### src/rtl/riscv_fetch_pkg.sv
// Shared types and constants for the instruction fetch stage.
package riscv_fetch_pkg;

  typedef enum logic [1:0] {
    FETCH   = 2'd0,
    HOLD    = 2'd1,
    DISCARD = 2'd2
  } fetch_state_t;

  localparam logic [31:0] PC_INCREMENT         = 32'd4;
  localparam logic [31:0] DEFAULT_RESET_VECTOR = 32'h0000_0000;
  localparam logic [31:0] ZERO_WORD            = 32'h0000_0000;

  function automatic logic [31:0] align_word(input logic [31:0] addr);
    return {addr[31:2], 2'b00};
  endfunction

endpackage

### src/rtl/fetch_skid_buffer.sv
// One-entry buffer holding a returned instruction and its PC while decode is stalled.
module fetch_skid_buffer
  import riscv_fetch_pkg::*;
(
  input  logic        CLK,
  input  logic        RST,
  input  logic        load,
  input  logic        invalidate,
  input  logic [31:0] load_instruction,
  input  logic [31:0] load_pc,
  output logic        vld,
  output logic [31:0] instruction,
  output logic [31:0] pc
);

  always_ff @(posedge CLK) begin
    if (RST) begin
      vld         <= 1'b0;
      instruction <= ZERO_WORD;
      pc          <= ZERO_WORD;
    end else if (invalidate) begin
      vld <= 1'b0;
    end else if (load) begin
      vld         <= 1'b1;
      instruction <= load_instruction;
      pc          <= load_pc;
    end
  end

endmodule

### src/rtl/instruction_fetch_stage.sv
// Fetch stage: drives I-cache requests, tracks next PC, skids one word under stall, flushes on branch.
// Optional perf counters (PERF_FETCHED, PERF_MISS_CYCLES) under FETCH_PERF_COUNTERS_EN.
module instruction_fetch_stage
  import riscv_fetch_pkg::*;
#(
  parameter logic [31:0] RESET_VECTOR = DEFAULT_RESET_VECTOR,
  parameter logic        HIGH         = 1'b1,
  parameter logic        LOW          = 1'b0
) (
  input  logic        CLK,
  input  logic        RST,
  input  logic        STALL_FETCH_STAGE,
  input  logic        BRANCH_TAKEN,
  input  logic [31:0] BRANCH_TARGET,
  output logic        ICACHE_REQUEST,
  output logic [31:0] ICACHE_ADDRESS,
  input  logic        ICACHE_READY,
  input  logic [31:0] ICACHE_INSTRUCTION,
  output logic [31:0] INSTRUCTION,
  output logic [31:0] PC_OUT,
`ifdef FETCH_PERF_COUNTERS_EN
  output logic [31:0] PERF_FETCHED,
  output logic [31:0] PERF_MISS_CYCLES,
`endif
  output logic        PC_VALID
);

  fetch_state_t state, state_nxt;
  logic [31:0]  pc_reg, pc_nxt;
  logic [31:0]  stale_addr_reg, stale_nxt;
  logic [31:0]  ins_nxt, pc_out_nxt;
  logic         vld_nxt;
  logic         skid_load, skid_inv, skid_vld, fetched;
  logic [31:0]  skid_ins, skid_pc;

  fetch_skid_buffer u_skid (
    .CLK              (CLK),
    .RST              (RST),
    .load             (skid_load),
    .invalidate       (skid_inv),
    .load_instruction (ICACHE_INSTRUCTION),
    .load_pc          (pc_reg),
    .vld              (skid_vld),
    .instruction      (skid_ins),
    .pc               (skid_pc)
  );

  // DISCARD keeps presenting the abandoned address so the cache handshake is never withdrawn.
  assign ICACHE_REQUEST = !RST && (state == FETCH || state == DISCARD);
  assign ICACHE_ADDRESS = (state == DISCARD) ? stale_addr_reg : pc_reg;

  always_comb begin
    state_nxt  = state;
    pc_nxt     = pc_reg;
    stale_nxt  = stale_addr_reg;
    ins_nxt    = INSTRUCTION;
    pc_out_nxt = PC_OUT;
    vld_nxt    = PC_VALID;
    skid_load  = LOW;
    skid_inv   = LOW;
    fetched    = LOW;
    if (BRANCH_TAKEN) begin
      pc_nxt     = align_word(BRANCH_TARGET);
      ins_nxt    = ZERO_WORD;
      pc_out_nxt = ZERO_WORD;
      vld_nxt    = LOW;
      skid_inv   = HIGH;
      case (state)
        FETCH: if (!ICACHE_READY) begin
          state_nxt = DISCARD;
          stale_nxt = pc_reg;
        end
        HOLD:    state_nxt = FETCH;
        default: state_nxt = state;
      endcase
    end else begin
      case (state)
        FETCH: begin
          if (ICACHE_READY) begin
            pc_nxt = pc_reg + PC_INCREMENT;
            if (STALL_FETCH_STAGE) begin
              skid_load = HIGH;
              state_nxt = HOLD;
            end else begin
              ins_nxt    = ICACHE_INSTRUCTION;
              pc_out_nxt = pc_reg;
              vld_nxt    = HIGH;
              fetched    = HIGH;
            end
          end else if (!STALL_FETCH_STAGE) begin
            ins_nxt    = ZERO_WORD;
            pc_out_nxt = ZERO_WORD;
            vld_nxt    = LOW;
          end
        end
        HOLD: if (!STALL_FETCH_STAGE) begin
          ins_nxt    = skid_ins;
          pc_out_nxt = skid_pc;
          vld_nxt    = skid_vld;
          fetched    = skid_vld;
          skid_inv   = HIGH;
          state_nxt  = FETCH;
        end
        DISCARD: begin
          if (ICACHE_READY) state_nxt = FETCH;
          if (!STALL_FETCH_STAGE) begin
            ins_nxt    = ZERO_WORD;
            pc_out_nxt = ZERO_WORD;
            vld_nxt    = LOW;
          end
        end
        default: state_nxt = FETCH;
      endcase
    end
  end

  always_ff @(posedge CLK) begin
    if (RST) begin
      state          <= FETCH;
      pc_reg         <= RESET_VECTOR;
      stale_addr_reg <= ZERO_WORD;
      INSTRUCTION    <= ZERO_WORD;
      PC_OUT         <= ZERO_WORD;
      PC_VALID       <= LOW;
    end else begin
      state          <= state_nxt;
      pc_reg         <= pc_nxt;
      stale_addr_reg <= stale_nxt;
      INSTRUCTION    <= ins_nxt;
      PC_OUT         <= pc_out_nxt;
      PC_VALID       <= vld_nxt;
    end
  end

`ifdef FETCH_PERF_COUNTERS_EN
  always_ff @(posedge CLK) begin
    if (RST) begin
      PERF_FETCHED     <= ZERO_WORD;
      PERF_MISS_CYCLES <= ZERO_WORD;
    end else begin
      if (fetched) PERF_FETCHED <= PERF_FETCHED + 32'd1;
      if (ICACHE_REQUEST && !ICACHE_READY) PERF_MISS_CYCLES <= PERF_MISS_CYCLES + 32'd1;
    end
  end
`else
  logic unused_fetched;
  assign unused_fetched = fetched;
`endif

endmodule

### config.mk
export PLATFORM = sky130hd
export DESIGN_NAME = instruction_fetch_stage
export DESIGN_NICKNAME = d
export VERILOG_FILES = /design/src/rtl/riscv_fetch_pkg.sv /design/src/rtl/fetch_skid_buffer.sv /design/src/rtl/instruction_fetch_stage.sv
export SDC_FILE = /design/constraint.sdc
export NUM_CORES = 1
export LEC_CHECK = 0
export ABC_CLOCK_PERIOD_IN_PS = 2950
export CORE_ASPECT_RATIO = 0.75
export CORE_MARGIN = 2
export CORE_UTILIZATION = 32
export CTS_CLUSTER_DIAMETER = 200
export DETAILED_ROUTE_END_ITERATION = 7
export SLEW_MARGIN = 20
export SYNTH_ARGS = -nofsm -noshare
export SYNTH_HDL_FRONTEND = slang
export SYNTH_SLANG_ARGS = --single-unit
### constraint.sdc
create_clock -name CLK -period 2.95 [get_ports CLK]
set_input_delay 0.59 -clock CLK [delete_from_list [all_inputs] [get_ports CLK]]
set_output_delay 0.59 -clock CLK [all_outputs]
set_load 0.005 [all_outputs]
==> reports/metrics.csv <==
metric,value,unit
die_w,189.2,um
syn_to_final_growth,32.76,%
drive_above_1_share,0.1029,
crit_path_top_delay_cell,clkdlybuf4s50_1,
drt_wl_total,26.62,mm
via_per_inst,5.280,
std_cell_rows,50,
gp_congestion,0.7794,
crit_fanout,12,
postSynthAreaPerCell,8.077,um^2
post-route-min-period,2.758,ns
switching_power,1.689,mW
worstSetupEndpointType,output pin,
cp_top_family,buffers and inverters,
grt_util_all_layers,0.1983,
maxCapViolCount,0,
ir_drop,0.0003914,V
drc,0,
final.setup.tns,0,ns
r2r_setup_slack,0.44,ns
p_total,6.108,mW
critPathKind,reg2out,
pwr-share-seq,0.450,
io_buffers,162,
yosys_register_bits,190,
clock_latency,0.44,ns
timing.rr.start,state[0],
ys_seq_area_frac,0.4621,
setup.worst_path.start,state[0],
worst-path-buf-inv,2,
route.antenna.remaining_nets,0,
die_h,142.9,um
cts_buffer_depth,2,
status,finished clean,
clock-skew-final,0.01253,ns
grt_pass1_vias,7422,
worst_pin_slew,0.7031,ns
yosys.area.top_type,dfxtp_1,
syn_inst,1019,
final_max_slew_viol_count,0,
cts_max_level,4,
cts_tree,done,
startpoint_type,flop,
synth_edf_count,0,
core,25090,um^2
synth_cell_types,51,
wl_per_cell,17.80,um
p_clk_frac,0.398,
clock-sinks,190,
drt_iter0_markers,555,
worstReg2RegEnd,pc_reg[27],
critical-path-max-stage-delay,0.54,ns
initial_core_util,0.3281,
cp_data_required_time,2.36,ns
synth-main-ff-cell,dfxtp_1,
setup_violations,0,
clk_pin_slew,0.07,ns
ctsHoldBuffers,0,
final_hold_viol_count,0,
cp.arrival,2.17,ns
io-pin-count,167,
r2r_cells,6,
hp-start,stale_addr_reg[4],
root_buffer,clkbuf_16,
grt_setup_unrepaired,no,
grt_first_pass_wirelength,41.96,mm
relSlewSlack,0.5269,
cts_buffers,17,
yosys.area.top_type_share,0.4621,
fill_cells,2434,
min_to,stale_addr_reg[4],
synthTopCellsByArea,"dfxtp_1 46%, a21oi_1 9.9%, nand2_1 9.7%",
grt-ovfl-total,0,
netlist_area,8230,um^2
nets,1217,
dpl.hpwl,17.28,mm
synth-async-reset-ratio,0,
critPathMostFrequentCell,nor2_1,
power.leakage,3.576,nW
antenna_found_initial,0,
intPower,4.420,mW
power_density,559.0,nW/um^2
comb_power_share,0.152,
reg_top3,"INSTRUCTION (32), PC_OUT (32), u_skid.instruction (32)",
yosys_warnings,0,
die_area,27030,um^2
min_path_cells,2,
max_freq,0.3625,GHz
grt_max_degree,105,
p_sw_frac,0.2765,
fin_crit_sh,0.9351,
hp-class,reg2reg,
n_antenna_cell,0,
path_cells,inv_1 -> ha_1 -> nor2_1 -> nor2_1 -> clkdlybuf4s50_1,
vias,7894,
first_pass_iters,5,
## stage by stage
step	hold slack (ns)	instances	instance area [um^2]	util	worst slack [ns]
after floorplan	0.4329	1020	8234	-	0.8257
after global placement	0.4380	1458	10270	0.4095	0.1868
after global routing	0.4695	1495	10930	0.4356	0.02969
after detailed placement	0.4449	1458	10270	0.4095	0.1536
after CTS	0.4551	1490	10890	0.4341	0.05185
final	0.4542	1495	10930	0.4356	0.1915
## layer usage
metal  global-route usage  vias to the layer above  routed length, um
met5                    0                        -                  0
met4              0.04112                        0                189
met3              0.04178                       12               1841
met2               0.2946                      252              11690
met1               0.2934                     3792              12900
li1                     -                     3838                  -
## cells by family (layout without fill, tap and decap cells)
logic type               after synthesis  after routing  share of synthesized area
multiplexers                          28             28                    0.03816
buffers and inverters                118            255                    0.05777
other                                  1              2                  0.0004556
AO/OA/AOI/OAI                        285            285                     0.2130
flip-flops                           190            190                     0.4621
XOR/XNOR                              10             10                    0.01064
adder cells (fa/ha/maj)                4              4                   0.006081
AND/OR/NAND/NOR                      383            383                     0.2118
## power groups by stage
stage / Sequential [mW] / Combinational, mW / Clock, mW
after floorplan: 2.76 / 0.508 / 0
after global placement: 2.80 / 0.915 / 0
after global routing: 2.76 / 1.02 / 2.59
final: 2.75 / 0.931 / 2.43
after detailed placement: 2.80 / 0.920 / 0
after CTS: 2.75 / 0.927 / 2.49
## worst min-delay path: stages, from the launching register on
cell and delay [ns]:
dfxtp_1 0.31, nand2_1 0.05, a21oi_1 0.05
## cell type report
cell class | instances | area, um^2 | area share
multi-input combinational | 712 | 3995 | 0.3656
sequential | 190 | 3804 | 0.3481
timing repair buffer | 209 | 2047 | 0.1873
clock buffer | 18 | 429.2 | 0.03928
tap | 338 | 422.9 | 0.03870
clock inverter | 14 | 176.4 | 0.01615
inverter | 14 | 52.55 | 0.004809
## placed cells by master (no fill, tap or decap), drive strengths merged, types with 2 or more instances in the layout
cell / Yosys / final
nand4: 11 / 11
nand2: 213 / 213
nor2: 31 / 31
conb: 1 / 2
a2111oi: 7 / 7
clkinvlp: 0 / 2
ha: 4 / 4
nor3: 10 / 10
a221oi: 2 / 2
a211oi: 11 / 11
o21ai: 11 / 11
nor4: 8 / 8
dfxtp: 190 / 190
or3: 8 / 8
inv: 13 / 20
a311oi: 13 / 13
a22oi: 62 / 62
clkbuf: 82 / 18
o31ai: 5 / 5
buf: 22 / 48
and2: 2 / 2
nand3b: 2 / 2
a21oi: 163 / 163
a31oi: 3 / 3
xnor2: 6 / 6
nand3: 68 / 68
xor2: 4 / 4
clkinv: 1 / 3
clkdlybuf4s50: 0 / 161
mux2: 27 / 27
bufinv: 0 / 3
nor2b: 8 / 8
or2: 2 / 2
or4: 6 / 6
and3: 6 / 6
and4: 5 / 5
## how the worst max path moves through the flow
stage	endpoint	slack (ns)	depth (start not counted)
after floorplan	ICACHE_ADDRESS[10]	0.83	5
after CTS	ICACHE_ADDRESS[28]	0.05	5
after global placement	pc_reg[27]	0.19	5
after detailed placement	pc_reg[27]	0.15	5
after global routing	ICACHE_REQUEST	0.03	5
final	ICACHE_REQUEST	0.19	5
## Yosys cell counts (all sizes together) (11+ instances only)
cell / number
a211oi: 11
a21oi: 163
a22oi: 62
a311oi: 13
buf: 22
clkbuf: 82
dfxtp: 190
inv: 13
mux2: 27
nand2: 213
nand3: 68
nand4: 11
nor2: 31
o21ai: 11
## timing repair
item                                    in CTS  in global routing
setup buffers                                0                  5
gates resized for setup                      1                  0
endpoints found under the setup margin      18                  5
(Power assumes the default switching activity.)
